<file path="src/rtl/ov7670_capture.sv">
// OV7670 parallel-bus receiver: oversamples the camera bus in the xclk domain,
// pairs bytes into RGB555 words and emits linear frame-buffer writes with framing checks.
module ov7670_capture #(
  parameter int H_ACTIVE    = 640,
  parameter int V_ACTIVE    = 480,
  parameter int ADDR_W      = 19,
  parameter int SYNC_STAGES = 2
) (
  input  logic              xclk,
  input  logic              reset_n,
  input  logic              p_clock,
  input  logic              vsync,
  input  logic              href,
  input  logic [7:0]        p_data,
  input  logic              cap_start,
  input  logic              cont_mode,
  output logic              wr_en,
  output logic [ADDR_W-1:0] wr_addr,
  output logic [15:0]       wr_data,
  output logic              frame_start,
  output logic              frame_done,
  output logic              busy,
  output logic              line_err,
  output logic              frame_err,
  output logic              phase_err
);

  localparam int XW = $clog2(H_ACTIVE + 2);
  localparam int YW = $clog2(V_ACTIVE + 2);
  localparam logic [XW-1:0] X_MAX = XW'(H_ACTIVE);
  localparam logic [XW-1:0] X_SAT = XW'(H_ACTIVE + 1);
  localparam logic [YW-1:0] Y_MAX = YW'(V_ACTIVE);
  localparam logic [YW-1:0] Y_SAT = YW'(V_ACTIVE + 1);

  typedef enum logic [1:0] {IDLE, ARMED, SYNC, ACTIVE} state_t;

  logic [SYNC_STAGES-1:0]      pclk_sr, vs_sr, href_sr;
  logic [SYNC_STAGES-1:0][7:0] data_sr;
  logic                        pclk_q1, vs_q1, href_smp_q;

  state_t              state_q;
  logic [XW-1:0]       x_q;
  logic [YW-1:0]       y_q;
  logic                phase_q;
  logic [7:0]          byte0_q;
  logic [ADDR_W-1:0]   addr_q, base_q;
  logic                wr_en_q, fs_q, fd_q, busy_q, lerr_q, ferr_q, perr_q;
  logic [ADDR_W-1:0]   wr_addr_q;
  logic [15:0]         wr_data_q;

  // All four camera signals share one delay so pclk edges line up with their data.
  logic       pclk_q0, vs_s, href_s;
  logic [7:0] data_s;
  assign pclk_q0 = pclk_sr[SYNC_STAGES-1];
  assign vs_s    = vs_sr[SYNC_STAGES-1];
  assign href_s  = href_sr[SYNC_STAGES-1];
  assign data_s  = data_sr[SYNC_STAGES-1];

  logic smp, vs_rise, vs_fall, line_end, byte_in, in_range;
  assign smp      = pclk_q1 & ~pclk_q0;
  assign vs_rise  = vs_s & ~vs_q1;
  assign vs_fall  = ~vs_s & vs_q1;
  assign line_end = smp & href_smp_q & ~href_s;
  assign byte_in  = smp & href_s;
  assign in_range = (x_q < X_MAX) && (y_q < Y_MAX);

  always_ff @(posedge xclk or negedge reset_n) begin
    if (!reset_n) begin
      pclk_sr    <= '0;
      vs_sr      <= '0;
      href_sr    <= '0;
      data_sr    <= '0;
      pclk_q1    <= 1'b0;
      vs_q1      <= 1'b0;
      href_smp_q <= 1'b0;
      state_q    <= IDLE;
      x_q        <= '0;
      y_q        <= '0;
      phase_q    <= 1'b0;
      byte0_q    <= '0;
      addr_q     <= '0;
      base_q     <= '0;
      wr_en_q    <= 1'b0;
      wr_addr_q  <= '0;
      wr_data_q  <= '0;
      fs_q       <= 1'b0;
      fd_q       <= 1'b0;
      busy_q     <= 1'b0;
      lerr_q     <= 1'b0;
      ferr_q     <= 1'b0;
      perr_q     <= 1'b0;
    end else begin
      pclk_sr <= {pclk_sr[SYNC_STAGES-2:0], p_clock};
      vs_sr   <= {vs_sr[SYNC_STAGES-2:0], vsync};
      href_sr <= {href_sr[SYNC_STAGES-2:0], href};
      data_sr <= {data_sr[SYNC_STAGES-2:0], p_data};
      pclk_q1 <= pclk_q0;
      vs_q1   <= vs_s;
      if (smp) href_smp_q <= href_s;
      wr_en_q <= 1'b0;
      fs_q    <= 1'b0;
      fd_q    <= 1'b0;

      case (state_q)
        IDLE: if (cap_start || cont_mode) begin
          state_q <= ARMED;
          busy_q  <= 1'b1;
        end
        ARMED: if (vs_rise) state_q <= SYNC;
        SYNC: if (vs_fall) begin
          fs_q    <= 1'b1;
          x_q     <= '0;
          y_q     <= '0;
          phase_q <= 1'b0;
          addr_q  <= '0;
          base_q  <= '0;
          lerr_q  <= 1'b0;
          ferr_q  <= 1'b0;
          perr_q  <= 1'b0;
          state_q <= ACTIVE;
        end
        ACTIVE: begin
          if (vs_rise) begin
            fd_q <= 1'b1;
            if (y_q != Y_MAX) ferr_q <= 1'b1;
            if (cont_mode) state_q <= SYNC;
            else begin
              state_q <= IDLE;
              busy_q  <= 1'b0;
            end
          end else if (line_end) begin
            if (phase_q) perr_q <= 1'b1;
            if (x_q != X_MAX) lerr_q <= 1'b1;
            if (y_q != Y_SAT) y_q <= y_q + YW'(1);
            x_q     <= '0;
            phase_q <= 1'b0;
            // Realign from the line base so a short line cannot skew later lines.
            if (y_q < Y_MAX) begin
              base_q <= base_q + ADDR_W'(H_ACTIVE);
              addr_q <= base_q + ADDR_W'(H_ACTIVE);
            end
          end else if (byte_in) begin
            if (!phase_q) begin
              byte0_q <= data_s;
              phase_q <= 1'b1;
            end else begin
              phase_q <= 1'b0;
              if (in_range) begin
                wr_en_q   <= 1'b1;
                wr_addr_q <= addr_q;
                wr_data_q <= {byte0_q, data_s};
                addr_q    <= addr_q + ADDR_W'(1);
              end
              if (x_q != X_SAT) x_q <= x_q + XW'(1);
            end
          end
        end
        default: state_q <= IDLE;
      endcase
    end
  end

  assign wr_en       = wr_en_q;
  assign wr_addr     = wr_addr_q;
  assign wr_data     = wr_data_q;
  assign frame_start = fs_q;
  assign frame_done  = fd_q;
  assign busy        = busy_q;
  assign line_err    = lerr_q;
  assign frame_err   = ferr_q;
  assign phase_err   = perr_q;

endmodule
</file>
<file path="config.mk">
export PLATFORM = sky130hd
export DESIGN_NAME = ov7670_capture
export DESIGN_NICKNAME = d
export VERILOG_FILES = /design/src/rtl/ov7670_capture.sv
export SDC_FILE = /design/constraint.sdc
export NUM_CORES = 1
export LEC_CHECK = 0
export CAP_MARGIN = 5
export CORE_UTILIZATION = 35
export CTS_CLUSTER_SIZE = 20
export DETAILED_ROUTE_END_ITERATION = 8
export PLACE_DENSITY = 0.51
export SYNTH_ARGS = -nofsm -noshare
export SYNTH_HDL_FRONTEND = slang
export SYNTH_SLANG_ARGS = --single-unit
</file>
<file path="constraint.sdc">
create_clock -name xclk -period 2.5 [get_ports xclk]
set_clock_uncertainty 0.05 [all_clocks]
set_input_delay 0.5 -clock xclk [delete_from_list [all_inputs] [get_ports xclk]]
set_output_delay 0.5 -clock xclk [all_outputs]
set_load 0.005 [all_outputs]
</file>
==> flow_metrics.env, run 1 <==
export IMPL_finalHoldViolCount=0
export IMPL_cts_made_buffers=17
export IMPL_drv_cap=0
export IMPL_vdd_drop_max_v=0.0005533
export IMPL_start_util_pct=36.18
export IMPL_synth_distinct_cells=60
export IMPL_worst_slew_pin_slew_ns=0.7639
export IMPL_synth_area_per_cell_um2=11.15
export IMPL_antenna_cells=0
export IMPL_p_leak_uw=0.003172
export IMPL_clk_latency_ns=0.43
export IMPL_core_area_um2=16060
export IMPL_synthAdderAreaFrac_pct=1.723
export IMPL_clk_pin_slew_ns=0.06
export IMPL_yosysWarnings=0
export IMPL_drc=0
export IMPL_die_x_um=130.8
export IMPL_synth_top_family_by_area="simple AND/OR/NAND/NOR gates"
export IMPL_drive_gt1_share_pct=16.80
export IMPL_cp_start_kind="flop"
export IMPL_synth_seq_cells=128
export IMPL_min_period_ns=2.187
export IMPL_setup_viol=0
export IMPL_die_y_um=130.8
export IMPL_ant_nets=0
export IMPL_post_cts_repair_setup_buffers=0
export IMPL_fin_setup_tns_ns=0
export IMPL_cts_buffer_depth=2
export IMPL_numPortBuffers=56
export IMPL_synth_area_um2=5809
export IMPL_synthTopCellsByArea="dfrtp_1 55%, mux2_2 7.4%, o21ai_0 2.9%"
export IMPL_track_usage_pct=17.18
export IMPL_yosys_area_share_xor_xnor_pct=2.261
export IMPL_firstDrtPassIters=4
export IMPL_final_util_pct=45.44
export IMPL_vias=4312
export IMPL_std_cell_rows=46
export IMPL_fin_worst_hold_slack_ns=0.2963
export IMPL_viasPerCell=5.239
export IMPL_synth_top_cell_by_area="dfrtp_1"
export IMPL_async_flop_share_pct=100.0
export IMPL_path_max_fanout=12
export IMPL_cp_arrival_ns=2.49
export IMPL_syn_num_nets=544
export IMPL_critPathRequiredTime_ns=2.80
export IMPL_die_area_um2=17120
export IMPL_muxShareOfSynthArea_pct=8.529
export IMPL_cts_root_buf="clkbuf_16"
export IMPL_synthToLayoutAreaGrowth_pct=25.61
export IMPL_synth_top_cell_area_share_pct=55.14
export IMPL_synth_compound_area_share_pct=12.64
export IMPL_hpwlAfterDp_um=9382
export IMPL_hp_class="flop to flop"
export IMPL_fillers=1467
export IMPL_synthCells=521
export IMPL_p_per_area_nw_per_um2=958.2
export IMPL_period_share_pct=87.46
export IMPL_gp_congestion=0.7868
export IMPL_crit_path_end_kind="flop"
export IMPL_cts_resized=0
export IMPL_clock_fmax_mhz=457.3
export IMPL_run_status="finished clean"
export IMPL_ys_flop_type="dfrtp_1"
export IMPL_grt_pass1_wl_um=22100
export IMPL_grt_pass1_vias=4342
export IMPL_ys_seq_area_share_pct=55.14
export IMPL_grt_max_degree=51
export IMPL_htree_levels=4
export IMPL_antenna_found_initial=0
export IMPL_drt_iter0_drc=255
export IMPL_wirelength_um=13460
export IMPL_synth_edf_count=0
export IMPL_synth_simple_area_share_pct=16.82
export IMPL_nets=618
export IMPL_grt_overflow=0
export IMPL_cts_sinks=128
export IMPL_rsz0062_at_grt="false"
export IMPL_critical_path_class="flop to flop"
export IMPL_cts_tree="yes"
export IMPL_final_max_slew_violation_count=0
export IMPL_wire_per_inst_um=16.35
export IMPL_max_slew_margin_pct=48.88
export IMPL_io_pins=57
[worst max-delay path, cell delays in order (launching register included)]
cell	delay, ns
dfrtp_1	0.41
nand2_2	0.20
nor2_1	0.65
nor2_1	0.19
or4_1	0.54
nand2_1	0.08
[synth_stat cells, drive strengths merged (2+ instances only)]
cell type	instances
a31oi	2
nand3b	3
inv	7
o2111ai	2
ha	8
mux2	44
nor4	6
o31ai	13
buf	16
nand2b	3
o41ai	4
and4	6
dfrtp	128
o2bb2ai	8
nor2	40
a21oi	21
o22a	2
a21boi	3
clkbuf	10
and3	9
o21ai	36
or4b	2
nand4	15
nor2b	4
nand3	25
nor4b	2
nor3	10
and2	10
xor2	7
a22o	7
or4	5
o211ai	3
nand2	37
xnor2	8
[per-stage QoR]
| stage | total power, uW | area, um^2 | std cells | setup slack, ns |
|---|---|---|---|---|
| detailed placement | 4630 | 6705 | 791 | 0.2793 |
| CTS | 7108 | 7297 | 823 | 0.2757 |
| floorplan | 3726 | 5809 | 521 | 0.4659 |
| global route | 7441 | 7297 | 823 | 0.03577 |
| finish | 6992 | 7297 | 823 | 0.3134 |
| global placement | 4591 | 6705 | 791 | 0.3579 |
[state kept, by name (all words and copies together) (netlist names)]
| name | cells |
|---|---|
| addr_q | 19 |
| base_q | 12 |
| busy | 1 |
| byte0_q | 8 |
| data_s | 8 |
| data_sr | 8 |
| frame_done | 1 |
| frame_err | 1 |
| frame_start | 1 |
| href_smp_q | 1 |
| href_sr | 2 |
| line_err | 1 |
| pclk_q1 | 1 |
| pclk_sr | 2 |
| phase_err | 1 |
| phase_q | 1 |
| state_q | 2 |
| vs_q1 | 1 |
| vs_sr | 2 |
| wr_addr | 19 |
| wr_data | 16 |
| wr_en | 1 |
| x_q | 10 |
| y_q | 9 |
[worst paths after layout]
kind / slack [ns] / to / depth (start not counted) / startpoint
max reg2reg: 0.31 / x_q[9]$_DFFE_PN0P_ / 5 / state_q[1]$_DFFE_PN0P_
min in group asynchronous: 0.52 / x_q[4]$_DFFE_PN0P_ / 2 / reset_n
min reg2reg: 0.30 / href_sr[1]$_DFF_PN0_ / 0 / href_sr[0]$_DFF_PN0_
max: 0.31 / x_q[9]$_DFFE_PN0P_ / 5 / state_q[1]$_DFFE_PN0P_
max in group asynchronous: 1.25 / wr_addr[18]$_DFFE_PN0P_ / 3 / reset_n
min: 0.30 / href_sr[1]$_DFF_PN0_ / 0 / href_sr[0]$_DFF_PN0_
[what timing repair did]
item	in CTS	in global routing
endpoints found under the setup margin	0	0
hold buffers	1	0
endpoints found under the hold margin	38	0
[cell usage in the layout, fill, tap and decap left out, types with 8 or more instances in the layout]
| cell | Yosys | routed |
|---|---|---|
| a21oi_1 | 21 | 21 |
| and2_1 | 10 | 10 |
| and3_1 | 9 | 9 |
| buf_4 | 3 | 22 |
| clkbuf_16 | 0 | 17 |
| clkdlybuf4s50_1 | 0 | 55 |
| dfrtp_1 | 128 | 128 |
| ha_1 | 8 | 8 |
| mux2_2 | 38 | 38 |
| nand2_1 | 36 | 36 |
| nand3_1 | 25 | 25 |
| nand4_1 | 15 | 15 |
| nor2_1 | 39 | 39 |
| nor3_1 | 9 | 9 |
| o21ai_0 | 34 | 34 |
| o2bb2ai_1 | 8 | 8 |
| o31ai_1 | 13 | 13 |
| xnor2_1 | 8 | 8 |
[kinds of logic (layout without fill, tap and decap cells)]
family	Yosys count	count (layout)
AOI/OAI and AO/OA	111	111
xor gates and xnor gates	15	15
adders and majority gates	8	8
buffers and inverters	33	119
DFF	128	128
muxes	44	44
and+or+nand+nor	182	182
[power breakdown]
part	switching, uW	internal [uW]
sequential	223	2400
clock	951	1480
combinational	1070	880
total	2240	4750
[final cells by class]
class,count,area (um^2),share of cell area (%)
multi-input cells,360,2439,33.42
clock buffers,17,425.4,5.830
well taps,216,270.3,3.704
repair buffers,81,777.0,10.65
inverters,7,26.28,0.3601
flip-flops and latches,128,3203,43.90
clock inverters,14,156.4,2.143
[layer usage]
layer,vias up,GRT usage [%],part of all wire [%]
met2,81,26.86,49
met3,6,4.886,3.3
li1,2064,-,-
met1,2161,22.41,47
met5,-,0,0
met4,0,7.032,0.74
No activity file was read; power rests on OpenSTA's default activity.
==> run 2: changes to the inputs <==
Clock period 2.5 ns to 2.25 ns, I/O delays scaled along.
==> run 2 against run 1 <==
Sequential cell count unchanged. Worst setup slack got worse by 0.14 ns. Die area is the same. Via count up 1.3%. First-iteration DRC count down 12%. Sequential share of layout area down 0.28 points. Critical path depth unchanged. Combinational power is 13% higher. Highest routed layer unchanged. Wire length grew 0.24%. Clock power grew 12%. Sequential power increased by 11%.
==> flow_metrics.env, run 2 (synthesis results as in run 1) <==
export IMPL_clk_latency_ns=0.43
export IMPL_vdd_drop_max_v=0.0007337
export IMPL_drc=0
export IMPL_power_uw=7868
export IMPL_p_leak_uw=0.003203
export IMPL_clock_fmax_mhz=481.1
export IMPL_rsz0062_at_grt="false"
export IMPL_path_max_fanout=39
export IMPL_p_per_area_nw_per_um2=1071
export IMPL_die_y_um=130.8
export IMPL_hpwlAfterDp_um=9392
export IMPL_cts_buffer_depth=2
export IMPL_die_x_um=130.8
export IMPL_finalHoldViolCount=0
export IMPL_cp_arrival_ns=2.33
export IMPL_switchingPower_uw=2541
export IMPL_timing_rr_start="vs_sr[1]$_DFF_PN0_"
export IMPL_final_util_pct=45.74
export IMPL_crit_path_end_kind="flop"
export IMPL_grt_overflow=0
export IMPL_run_status="finished clean"
export IMPL_final_max_slew_violation_count=0
export IMPL_rrSetupSlack_ns=0.17
export IMPL_cts_made_buffers=17
export IMPL_synthToLayoutAreaGrowth_pct=26.43
export IMPL_core_area_um2=16060
export IMPL_htree_levels=4
export IMPL_drt_iter0_drc=225
export IMPL_drv_cap=0
export IMPL_start_util_pct=36.18
export IMPL_critPathRequiredTime_ns=2.51
export IMPL_rr_worst_depth=5
export IMPL_viasPerCell=5.271
export IMPL_period_share_pct=92.38
export IMPL_antenna_found_initial=0
export IMPL_clk_pin_slew_ns=0.06
export IMPL_placed_cells=797
export IMPL_grt_max_degree=50
export IMPL_r2r_end="wr_data[9]$_DFFE_PN0P_"
export IMPL_register_area_um2=3203
export IMPL_grt_pass1_vias=4451
export IMPL_final_common_cell="dfrtp_1"
export IMPL_hp_class="flop to flop"
export IMPL_antenna_cells=0
export IMPL_fin_setup_tns_ns=0
export IMPL_setup_viol=0
export IMPL_swShare_pct=32.29
export IMPL_multi_input_area_um2=2441
export IMPL_hold_start="data_sr[2]$_DFF_PN0_"
export IMPL_numPortBuffers=56
export IMPL_min_to="data_s[2]$_DFF_PN0_"
export IMPL_nets=624
export IMPL_std_cell_rows=46
export IMPL_intPower_uw=5327
export IMPL_critical_path_class="flop to flop"
export IMPL_min_period_ns=2.079
export IMPL_vias=4370
export IMPL_pwr_share_seq_pct=37.2
export IMPL_drive_gt1_share_pct=17.78
export IMPL_final_cells=829
export IMPL_track_usage_pct=17.34
export IMPL_worst_slew_pin_slew_ns=0.6863
export IMPL_io_pins=57
export IMPL_fillers=1478
export IMPL_p_clk_share_pct=34.7
export IMPL_ant_nets=0
export IMPL_cts_root_buf="clkbuf_16"
export IMPL_wirelength_um=13490
export IMPL_cts_sinks=128
export IMPL_max_slew_margin_pct=54.08
export IMPL_firstDrtPassIters=4
export IMPL_cts_tree="yes"
export IMPL_combPwrFrac_pct=28.1
export IMPL_cp_start_kind="flop"
export IMPL_die_area_um2=17120
export IMPL_wire_per_inst_um=16.27
export IMPL_grt_pass1_wl_um=22300
export IMPL_layout_common_cells="128 x dfrtp_1, 55 x clkdlybuf4s50_1, 38 x nor2_1, 38 x mux2_2, 36 x nand2_1"
export IMPL_gp_congestion=0.8284
export IMPL_holdPathStages=0
## run 2: cell types whose count changed in the layout (fill, tap and decap cells not counted)
cell and change:
clkinv_4 -1, nor2_1 -1, buf_4 +6, inv_6 +1
nor2_2 +1
## run 2: area by class of cell
| type | instances | share of cell area, % |
|---|---|---|
| sequential | 128 | 43.61 |
| clock inverter | 14 | 2.129 |
| tap | 216 | 3.680 |
| clock buffer | 17 | 5.792 |
| timing repair buffer | 87 | 11.19 |
| multi-input combinational | 360 | 33.24 |
| inverter | 7 | 0.3578 |
## run 2: per-stage QoR
| step | cell area (um^2) | hold WS [ns] | setup slack, ns |
|---|---|---|---|
| 2_1_floorplan | 5809 | 0.1044 | 0.2159 |
| 3_3_place_gp | 6750 | 0.2821 | 0.1699 |
| 3_5_place_dp | 6750 | 0.2847 | 0.1526 |
| 4_1_cts | 7342 | 0.2981 | 0.1373 |
| 5_1_grt | 7345 | 0.3032 | 0.04368 |
| 6_report | 7345 | 0.2955 | 0.1715 |
## run 2: worst max-delay path by stage
stage,from,endpoint,slack [ns],cells past startpoint
5_1_grt,href_sr[1]$_DFF_PN0_,x_q[0]$_DFFE_PN0P_,0.04,5
6_report,vs_sr[1]$_DFF_PN0_,wr_data[9]$_DFFE_PN0P_,0.17,5
2_1_floorplan,vs_sr[1]$_DFF_PN0_,wr_addr[11]$_DFFE_PN0P_,0.22,6
4_1_cts,href_smp_q$_DFFE_PN0N_,addr_q[3]$_DFFE_PN0P_,0.14,6
3_3_place_gp,href_smp_q$_DFFE_PN0N_,addr_q[3]$_DFFE_PN0P_,0.17,6
3_5_place_dp,href_smp_q$_DFFE_PN0N_,addr_q[3]$_DFFE_PN0P_,0.15,6
## run 2: power by group through the flow
stage	Clock, uW	Sequential [uW]	Combinational, uW
detailed placement	0	2970	2230
CTS	2800	2930	2240
global placement	0	2960	2180
global route	2890	2980	2450
finish	2730	2920	2210
floorplan	0	2900	1240
## run 2: repair_timing
action                                  in CTS  in global routing
setup buffers                                0                  0
hold endpoints to repair                    38                  0
hold buffers                                 1                  0
gates resized for setup                      0                  1
endpoints found under the setup margin       0                  2
## run 2: worst max-delay path: stages (launching register included)
cell and delay, ns:
dfrtp_1 0.40, nor2b_1 0.15, or4b_4 0.56, nor3_4 0.16, buf_12 0.25, mux2_2 0.37
## run 2: metal layers
metal  vias to the layer above  global-route usage [%]  wire (um)
li1                       2075                       -          -
met1                      2178                   22.16       6146
met2                        93                   27.33       6500
met3                        24                   4.642        532
met4                         0                   8.249        312
met5                         -                       0          0
